==> src/rtl/mips_pkg.sv <==
// Shared MEM-stage definitions: store-op encodings and the queued store entry.
package mips_pkg;
  localparam logic [1:0] SOP_SW = 2'b00;
  localparam logic [1:0] SOP_SH = 2'b01;
  localparam logic [1:0] SOP_SB = 2'b10;

  // Entry address field is sized for the widest supported byte address.
  localparam int ENTRY_ADDR_W = 32;

  typedef struct packed {
    logic [ENTRY_ADDR_W-1:0] addr;
    logic [31:0]             wdata;
    logic [3:0]              be;
  } st_entry_t;
endpackage

==> src/rtl/store_lane_gen.sv <==
// Combinational store narrowing: replicates data across lanes, builds byte enables, flags misalignment.
module store_lane_gen
  import mips_pkg::*;
(
  input  logic [1:0]  op,
  input  logic [1:0]  addr_lo,
  input  logic [31:0] data,
  output logic [31:0] wdata,
  output logic [3:0]  be,
  output logic        misalign
);

  always_comb begin
    wdata    = data;
    be       = 4'b0000;
    misalign = 1'b0;
    case (op)
      SOP_SW: begin
        wdata    = data;
        be       = 4'b1111;
        misalign = (addr_lo != 2'b00);
      end
      SOP_SH: begin
        wdata    = {2{data[15:0]}};
        be       = addr_lo[1] ? 4'b1100 : 4'b0011;
        misalign = addr_lo[0];
      end
      SOP_SB: begin
        wdata    = {4{data[7:0]}};
        be       = 4'b0001 << addr_lo;
        misalign = 1'b0;
      end
      default: begin
        wdata    = data;
        be       = 4'b0000;
        misalign = 1'b1;
      end
    endcase
  end

endmodule

==> src/rtl/store_narrow_buf.sv <==
// MEM-stage store buffer: narrows stores, queues them in a FIFO, drains to data memory,
// and stalls loads that hit a pending store's word. ADDR_W must not exceed ENTRY_ADDR_W.
module store_narrow_buf
  import mips_pkg::*;
#(
  parameter int DEPTH  = 2,
  parameter int ADDR_W = 32
) (
  input  logic                     clk,
  input  logic                     reset,
  input  logic                     st_valid,
  output logic                     st_ready,
  input  logic [1:0]               st_op,
  input  logic [ADDR_W-1:0]        st_addr,
  input  logic [31:0]              st_data,
  output logic                     mem_valid,
  input  logic                     mem_ready,
  output logic [ADDR_W-1:0]        mem_addr,
  output logic [31:0]              mem_wdata,
  output logic [3:0]               mem_be,
  input  logic [ADDR_W-1:0]        ld_addr,
  output logic                     ld_stall,
  output logic                     exc_align,
  output logic [$clog2(DEPTH):0]   count
);

  localparam int PTR_W = $clog2(DEPTH);
  localparam logic [PTR_W:0] FULL_CNT = (PTR_W+1)'(DEPTH);

  logic [31:0]      lane_wdata;
  logic [3:0]       lane_be;
  logic             lane_misalign;
  logic             accept;
  logic             push;
  logic             pop;
  logic [PTR_W-1:0] head;
  logic [PTR_W-1:0] tail;
  st_entry_t        fifo [DEPTH];
  st_entry_t        head_entry;

  store_lane_gen u_lane_gen (
    .op       (st_op),
    .addr_lo  (st_addr[1:0]),
    .data     (st_data),
    .wdata    (lane_wdata),
    .be       (lane_be),
    .misalign (lane_misalign)
  );

  assign st_ready  = (count != FULL_CNT);
  assign accept    = st_valid & st_ready;
  // Misaligned or reserved stores complete the handshake but never enter the queue.
  assign push      = accept & ~lane_misalign;
  assign mem_valid = (count != '0);
  assign pop       = mem_valid & mem_ready;

  assign head_entry = fifo[head];
  assign mem_addr   = {head_entry.addr[ADDR_W-1:2], 2'b00};
  assign mem_wdata  = head_entry.wdata;
  assign mem_be     = head_entry.be;

  always_ff @(posedge clk) begin
    if (reset) begin
      head      <= '0;
      tail      <= '0;
      count     <= '0;
      exc_align <= 1'b0;
    end else begin
      if (push) tail <= tail + PTR_W'(1);
      if (pop)  head <= head + PTR_W'(1);
      case ({push, pop})
        2'b10:   count <= count + (PTR_W+1)'(1);
        2'b01:   count <= count - (PTR_W+1)'(1);
        default: count <= count;
      endcase
      exc_align <= accept & lane_misalign;
    end
  end

  // Entry storage carries no reset; occupancy is tracked solely by count/head/tail.
  always_ff @(posedge clk) begin
    if (push) begin
      fifo[tail].addr  <= ENTRY_ADDR_W'(st_addr);
      fifo[tail].wdata <= lane_wdata;
      fifo[tail].be    <= lane_be;
    end
  end

  // Occupied slots are those within count positions of head, modulo DEPTH.
  always_comb begin
    ld_stall = 1'b0;
    for (int i = 0; i < DEPTH; i++) begin
      if (({1'b0, PTR_W'(PTR_W'(i) - head)} < count) &&
          (fifo[i].addr[ADDR_W-1:2] == ld_addr[ADDR_W-1:2]))
        ld_stall = 1'b1;
    end
  end

endmodule

==> config.mk <==
export PLATFORM = sky130hd
export DESIGN_NAME = store_narrow_buf
export DESIGN_NICKNAME = d
export VERILOG_FILES = /design/src/rtl/mips_pkg.sv /design/src/rtl/store_lane_gen.sv /design/src/rtl/store_narrow_buf.sv
export SDC_FILE = /design/constraint.sdc
export NUM_CORES = 1
export LEC_CHECK = 0
export ABC_AREA = 1
export ABC_CLOCK_PERIOD_IN_PS = 12100
export CAP_MARGIN = 20
export CORE_MARGIN = 5
export CORE_UTILIZATION = 50
export CTS_CLUSTER_DIAMETER = 80
export DETAILED_ROUTE_END_ITERATION = 12
export PLACE_DENSITY_LB_ADDON = 0.05
export SETUP_SLACK_MARGIN = 0.5
export SLEW_MARGIN = 10
export SYNTH_ARGS = -nofsm -noshare
export SYNTH_HDL_FRONTEND = slang
export SYNTH_SLANG_ARGS = --single-unit
==> constraint.sdc <==
create_clock -name clk -period 12.1 [get_ports clk]
set_clock_uncertainty 0.2 [all_clocks]
set_input_delay 1.21 -clock clk [delete_from_list [all_inputs] [get_ports clk]]
set_output_delay 1.21 -clock clk [all_outputs]
set_load 0.05 [all_outputs]
==> flow_summary.ini <==
[setup_path]
worst-r2r-cell-count = 7
worstPathArrival_ns = 3.30
critPathMaxFanout = 3
reg2reg_from = count[0]
crit_required_ns = 10.69
r2r_slack_ns = 9.39
crit_type = in2out
regToRegEndpoint = fifo[1][10]
endpoint = ld_stall
worst_setup_path_start_kind = input port
end_kind = primary output
crit_start = ld_addr[25]

[timing]
fin_crit_ns = 4.71
rsz0062_at_grt = no
max_freq_ghz = 0.212
setup_violations = 0
fin_hold_ws_ns = 0.342
hold_viol = 0
tightest_slew_ns = 0.989
fin_crit_sh_pct = 38.9
setup_slack_ns = 7.39
setup_tns_ns = 0
slew_headroom_pct = 34.1
maxSlewViolCount = 0

[placed_design]
place_ws_ns = 7.39
gp_congestion = 0.871
io_buffers = 171
place_hpwl_mm = 10.7

[yosys]
avgSynthCellArea_um2 = 11.1
synth_top_area_cell = edfxtp_1
synth_edf_count = 132
synthCells = 585
yosysWarnings = 0
ys_seq_area_share_pct = 62.7
synth.area.top_cells = edfxtp_1 (61%), mux2_2 (8.6%), nand2_1 (7.8%)
ys.flop_type = edfxtp_1
synth_top_area_share_pct = 60.8
ys_ff_latch = 138
synth_cell_types = 28
synth_area_um2 = 6510
ys_async_sr_fraction_pct = 0

[clock_tree]
ctsResizeCount = 0
clk_pin_slew_ns = 0.05
htree_levels = 4
cts_max_path_buffers = 2
clk_latency_ns = 0.41
cts_tree = built
clock_sinks = 138
ctsHoldBuffers = 0
cts-root-buf = clkbuf_16
cts_buffers = 17
postCtsSetupBuffers = 0

[global_route]
grtUsageTotal_pct = 19.9
antenna_found_initial = 0
grt_first_pass_wirelength_mm = 23.0
grt_max_degree = 83
gr-total-overflow = 0
first_global_vias = 4731

[layout]
area_growth_pct = 38.8
final_nets = 871
layout-drive-gt1-share_pct = 11.7
finish.utilization_pct = 71.1
antenna_cells = 0
num-fill-cells = 957

[floorplanning]
ios = 176
num_rows = 41
dieWidth_um = 124
start_util_pct = 51.2
dieArea_um2 = 15400
coreArea_um2 = 12700
fp.dieH_um = 124

[status]
status = finished clean

[power_and_ir_drop]
swShare_pct = 30.4
intPower_mw = 1.09
pwr-share-comb_pct = 26.0
power_frac_seq_pct = 38.1
p_leak_nw = 3.50
finalPower_mw = 1.56
clkPwrFrac_pct = 35.9
ir_worst_vdd_v = 0.000104
powerDensity_nw_per_um2 = 172
switching_power_mw = 0.475

[routing]
routedWlPerCell_um = 16.0
drt_wl_total_mm = 15.2
drc = 0
vias = 4651
routed_via_density = 4.90
drt_iter0_drc = 274
ant_nets = 0
first_pass_iters = 5

[min_path]
hp-start = count[0]
hold_path.class = reg2reg

[job]
cap_viol_max_count = 0
## logic make-up (layout without fill, tap and decap cells)
group / count (synthesis) / count (layout) / share of synthesized area [%]
compound gates: 65 / 65 / 5.34
xor+xnor: 33 / 33 / 4.44
fa+ha+maj: 5 / 5 / 0.960
buf+inv: 113 / 304 / 6.97
flops: 138 / 138 / 62.7
mux: 50 / 50 / 8.64
other cells: 1 / 2 / 0.0576
simple gates: 180 / 180 / 10.9
## state kept, by name (all words and copies together) (netlist names), named ones only
| name | cells |
|---|---|
| head | 1 |
| fifo | 132 |
| exc_align | 1 |
| count | 2 |
| tail | 1 |
## routing by layer
| layer | wire, um | up-vias | track usage, % |
|---|---|---|---|
| met2 | 7780 | 157 | 35.6 |
| met4 | 249 | 0 | 7.26 |
| met5 | 0 | - | 0 |
| li1 | - | 2306 | - |
| met3 | 1330 | 22 | 6.49 |
| met1 | 5820 | 2166 | 22.0 |
## critical path, cell delays in order
cell	delay, ns
clkdlybuf4s50_1	0.53
inv_1	0.07
nand2_1	0.06
nand2_1	0.05
inv_1	0.05
nand2_1	0.04
nor2_1	0.12
nand2_1	0.08
nor2_1	0.15
nand2_1	0.06
nand2_1	0.06
clkdlybuf4s50_1	0.81
## cell usage in the layout, fill, tap and decap left out, drive strengths merged, types with 7 or more instances in the layout
| cell type | count |
|---|---|
| clkdlybuf4s50 | 171 |
| nand2 | 136 |
| edfxtp | 132 |
| inv | 98 |
| mux2 | 50 |
| o21ai | 35 |
| nor2 | 34 |
| xnor2 | 31 |
| clkbuf | 17 |
| o22ai | 16 |
| a21oi | 13 |
| clkinv | 7 |
## stage by stage
| step | cells | area (um^2) |
|---|---|---|
| 6_report | 949 | 9040 |
| 5_1_grt | 949 | 9040 |
| 4_1_cts | 949 | 9040 |
| 3_5_place_dp | 917 | 8390 |
| 3_3_place_gp | 917 | 8390 |
| 2_1_floorplan | 586 | 6520 |
## cell usage after synthesis, drive strengths merged, types with 5 or more instances
cell type  count
dfxtp          6
o21ai         35
nor2          34
o22ai         16
ha             5
buf           10
nand2        136
mux2          50
inv           97
a21oi         13
edfxtp       132
xnor2         31
## how the worst min path moves through the flow
stage | end | cells after the start
after floorplan | register | 2
after global placement | register | 2
after detailed placement | register | 2
after CTS | register | 2
after global routing | register | 2
final | count[0] | 2
## power by group through the flow
stage / clock network (mW) / logic (mW) / registers, mW
after floorplan: 0 / 0.273 / 0.592
after global placement: 0 / 0.402 / 0.603
after detailed placement: 0 / 0.406 / 0.605
after CTS: 0.569 / 0.408 / 0.595
after global routing: 0.591 / 0.428 / 0.599
final: 0.561 / 0.405 / 0.594
## area by class of cell
class                   count  area, um^2  area share, %
multi-input cells         335        1990           22.0
clock buffers              17         425           4.70
flip-flops and latches    138        4090           45.2
clock inverters            15         224           2.48
repair buffers            173        1730           19.1
inverters                  99         372           4.11
well taps                 172         215           2.38
No activity file was read; power rests on OpenSTA's default activity.
==> patch 1: new RTL, same flow settings <==
`DEPTH`: 2 -> 4.
--- a/src/rtl/store_narrow_buf.sv
+++ b/src/rtl/store_narrow_buf.sv
@@ -4,5 +4,5 @@
   import mips_pkg::*;
 #(
-  parameter int DEPTH  = 2,
+  parameter int DEPTH  = 4,
   parameter int ADDR_W = 32
 ) (
Ports: changed (resized count); port bits go from 176 to 177. The function was not compared with the original's and may differ.
==> patch 1 against the unedited design <==
Critical endpoint unchanged. Highest routed layer is now met5. Setup slack got worse by 540 ps. Largest power group is now combinational logic. Design area rose by 73%. Sequential share of layout area grew 6.9 points. Global-route usage up 2.3 points. Area after synthesis grew 97%. Total power is 120% higher. Worst hold slack worse by 33 ps. Sequential cell count up 136. Routed wire length up 120%. Sequential power rose by 95%. Clock power rose by 39%.
==> patch 1: results (changes against the unedited design) <==
Hold path
  • Hold Path Origin: count[1] (was count[0])
  • Hold Path Cell Cnt: 2 (unchanged)
  • Hold path endpoint: count[1] (was count[0])

Detailed routing
  • Top layer reached by signal wires: met5 (was met4)
  • 1st-iter DRT viols: 681 (was 274)
  • DR WL met2: 16,400 µm (was 7780 µm)
  • Vias after detailed routing: 9,281 (was 4,651)
  • WL met3: 2190 µm (was 1330 µm)
  • Vias per cell: 5.23 (was 4.90)

Global routing
  • First-pass GRT wire length: 49,600 µm (was 23,000 µm)
  • Largest net degree at the start of global routing: 91 (was 83)
  • Vias in the first global route: 8,841 (was 4,731)
  • Total track usage: 0.222 (was 0.199)
  • Met1 Use GR: 0.283 (was 0.220)
  • Routing usage on met2: 0.389 (was 0.356)
  • Initial antenna violation count: 1 (was 0)

Yosys
  • Mapped Area: 12,800 µm² (was 6510 µm²)
  • Synth Instances: 1,267 (was 585)
  • #FFs+latches synth: 274 (was 138)
  • Synth cell types: 32 (was 28)
  • Post-synth EDFFs: 264 (was 132)
  • Seq/Total Area, Yosys: 0.635 (was 0.627)

Clock tree
  • Worst skew pair latency: 550 ps (was 410 ps)
  • Total CTS buffers: 28 (was 17)
  • H-tree levels: 1 (was 4)
  • Longest Clk Path Bufs: 3 (was 2)

Outcome
  • Status: complete, no violations (unchanged)

Setup path
  • Critical path arrival: 3850 ps (was 3300 ps)
  • RR Endpoint: fifo[0][64] (was fifo[1][10])
  • R2r setup slk: 9060 ps (was 9390 ps)
  • CP max FO: 5 (was 3)
  • Crit path launch: ld_addr[10] (was ld_addr[25])

Layout
  • Fill cells: 2,094 (was 957)
  • Invs w/o clock: 140 (was 99)
  • #MultiIn Comb: 800 (was 335)
  • Multi-input logic area: 3920 µm² (was 1990 µm²)
  • Buffering overhead: 0.114 (was 0.191)
  • Largest registers: fifo x264, count x3 (was fifo x132, count x2)
  • Layout Nets: 1,540 (was 871)
  • FF+latch area: 8130 µm² (was 4090 µm²)
  • Clock-cell share of area: 0.0531 (was 0.0718)
  • Layout cells sized above 1: 0.0478 (was 0.117)
  • Clock buffers: 34 (was 17)

Power
  • Leakage: 5.98 nW (was 3.50 nW)

Placed design
  • Placed Instances: 1,724 (was 917)
  • Port bufs: 172 (was 171)
  • DP HPWL: 21,500 µm (was 10,700 µm)
  • Placed Area: 14,800 µm² (was 8390 µm²)
  • RePlAce Congestion: 0.855 (was 0.871)

Timing
  • Hold_ws: 309 ps (was 342 ps)
  • Slew margin rel.: 0.346 (was 0.341)
  • Final worst slack: 6840 ps (was 7390 ps)
## patch 1: cell types whose count changed in the layout (fill, tap and decap cells not counted), moves of 16 or more
cell and change:
xor2_1 +16, o22ai_1 +52, o21ai_0 +109, inv_1 +39
mux2_2 -50, nand2_1 +106, edfxtp_1 +132, a21oi_1 +37
nor2_1 +148
## patch 1: logic make-up after synthesis
kind of cell	after synthesis	share of synthesized area
adders and majority gates	14	0.0143
other	1	0.000293
xor gates and xnor gates	49	0.0335
AOI/OAI and AO/OA	281	0.118
buffers and inverters	194	0.0619
and+or+nand+nor	454	0.137
DFF	274	0.635
## patch 1: worst max-delay path: stages
cell	delay [ps]
clkdlybuf4s50_1	520
xnor2_1	430
nand2_1	100
nor3_1	380
nand3_1	120
nor2_1	120
nor2_1	40
nand2_1	100
clkdlybuf4s50_1	810
## patch 1: where the power goes
group          leakage, nW  internal, mW  switching (mW)
logic                 3.08         0.434            1.01
registers             2.50          1.11          0.0478
clock network        0.408         0.430           0.348
total                 5.98          1.98            1.41
==> patch 2: new RTL, same flow settings <==
Without the edit above. Remove the case item `SOP_SB` of the case on `op`.
--- a/src/rtl/store_lane_gen.sv
+++ b/src/rtl/store_lane_gen.sv
@@ -26,9 +26,4 @@
         misalign = addr_lo[0];
       end
-      SOP_SB: begin
-        wdata    = {4{data[7:0]}};
-        be       = 4'b0001 << addr_lo;
-        misalign = 1'b0;
-      end
       default: begin
         wdata    = data;
Behaviour: not the same (Yosys sat finds a counterexample within 4 cycles, from zero or initial values and one cycle with reset high).
==> patch 2 against the unedited design <==
Maximum frequency is 1.2% higher. Sequential cell count is 4 lower. Setup slack improved by 57 ps. Critical endpoint unchanged. Design area decreased by 4.5%. Area after synthesis down 5.2%. Total power decreased by 20%. Register-to-register slack better by 440 ps. Utilization rose by 0.54 points. Routed wire length is 6.0% lower. Combinational power decreased by 49%.
==> patch 2: results (changes against the unedited design) <==
Outcome
  • Status: complete, no violations (unchanged)

Layout
  • Largest registers: fifo x128, count x2 (was fifo x132, count x2)
  • Clock-cell share of area: 0.0686 (was 0.0718)
  • Synth-to-Final Area Change: 39.9% (was 38.8%)
  • Invs w/o clock: 74 (was 99)
  • Flip-flop and latch count: 134 (was 138)
  • Clock buffers: 18 (was 17)

Power
  • Leakage: 3.31 nW (was 3.50 nW)
  • Peak supply drop: 0.121 mV (was 0.104 mV)
  • Pint: 946 µW (was 1.09 mW)

Yosys
  • Synth Area in Adders: 0.00203 (was 0.00960)
  • Synth Instances: 528 (was 585)
  • Synth cell types: 27 (was 28)
  • Seq/Total Area, Yosys: 0.642 (was 0.627)
  • Compound-cell area share of the yosys netlist: 0.0312 (was 0.0534)
  • Post-Synth XOR/XNOR Area: 0.0454 (was 0.0444)

Placed design
  • Placed Instances: 855 (was 917)
  • RePlAce Congestion: 0.803 (was 0.871)
  • Pre-CTS WS: 7470 ps (was 7390 ps)
  • Placed Area: 8050 µm² (was 8390 µm²)

Global routing
  • Routing usage on met2: 0.356 (about the same)
  • Largest net degree at the start of global routing: 90 (was 83)
  • Grt met3 use: 0.0760 (was 0.0649)
  • Met1 Use GR: 0.215 (was 0.220)
  • Vias in the first global route: 4,597 (was 4,731)

Setup path
  • R2r setup slk: 9830 ps (was 9390 ps)
  • Register-to-Register Path Depth: 5 (was 7)
  • RR Endpoint: fifo[1][13] (was fifo[1][10])

Detailed routing
  • 1st-iter DRT viols: 221 (was 274)
  • Met1 wire length: 5450 µm (was 5820 µm)

Timing
  • Slew margin rel.: 0.330 (was 0.341)
  • Hold_ws: 333 ps (was 342 ps)

Hold path
  • Hold Path Origin: head (was count[0])

Floorplan
  • Core area: 12,100 µm² (was 12,700 µm²)
patch 2: cell count changes in the layout (fill, tap and decap cells not counted), sizes merged, moves of 5 or more:
cell and delta:
mux2 +5, nand2 -7, o21ai -14, nor2 +7, o22ai -16, inv -24
patch 2: critical path: stages:
cell             delay [ps]
clkdlybuf4s50_1         490
xnor2_1                 280
nand2_1                  80
nor2_1                  110
nand2_1                  70
nor2_1                  100
nand2_1                  60
nand2_1                  50
clkdlybuf4s50_1         810
patch 2: worst max-delay path by stage:
stage | startpoint | endpoint | slack, ps | depth (start not counted)
floorplan | st_op[1] | fifo[1][10] | 7140 | 5
global placement | ld_addr[27] | ld_stall | 7490 | 9
detailed placement | ld_addr[3] | ld_stall | 7470 | 9
CTS | ld_addr[3] | ld_stall | 7440 | 9
global route | ld_addr[27] | ld_stall | 7280 | 9
finish | ld_addr[3] | ld_stall | 7450 | 9
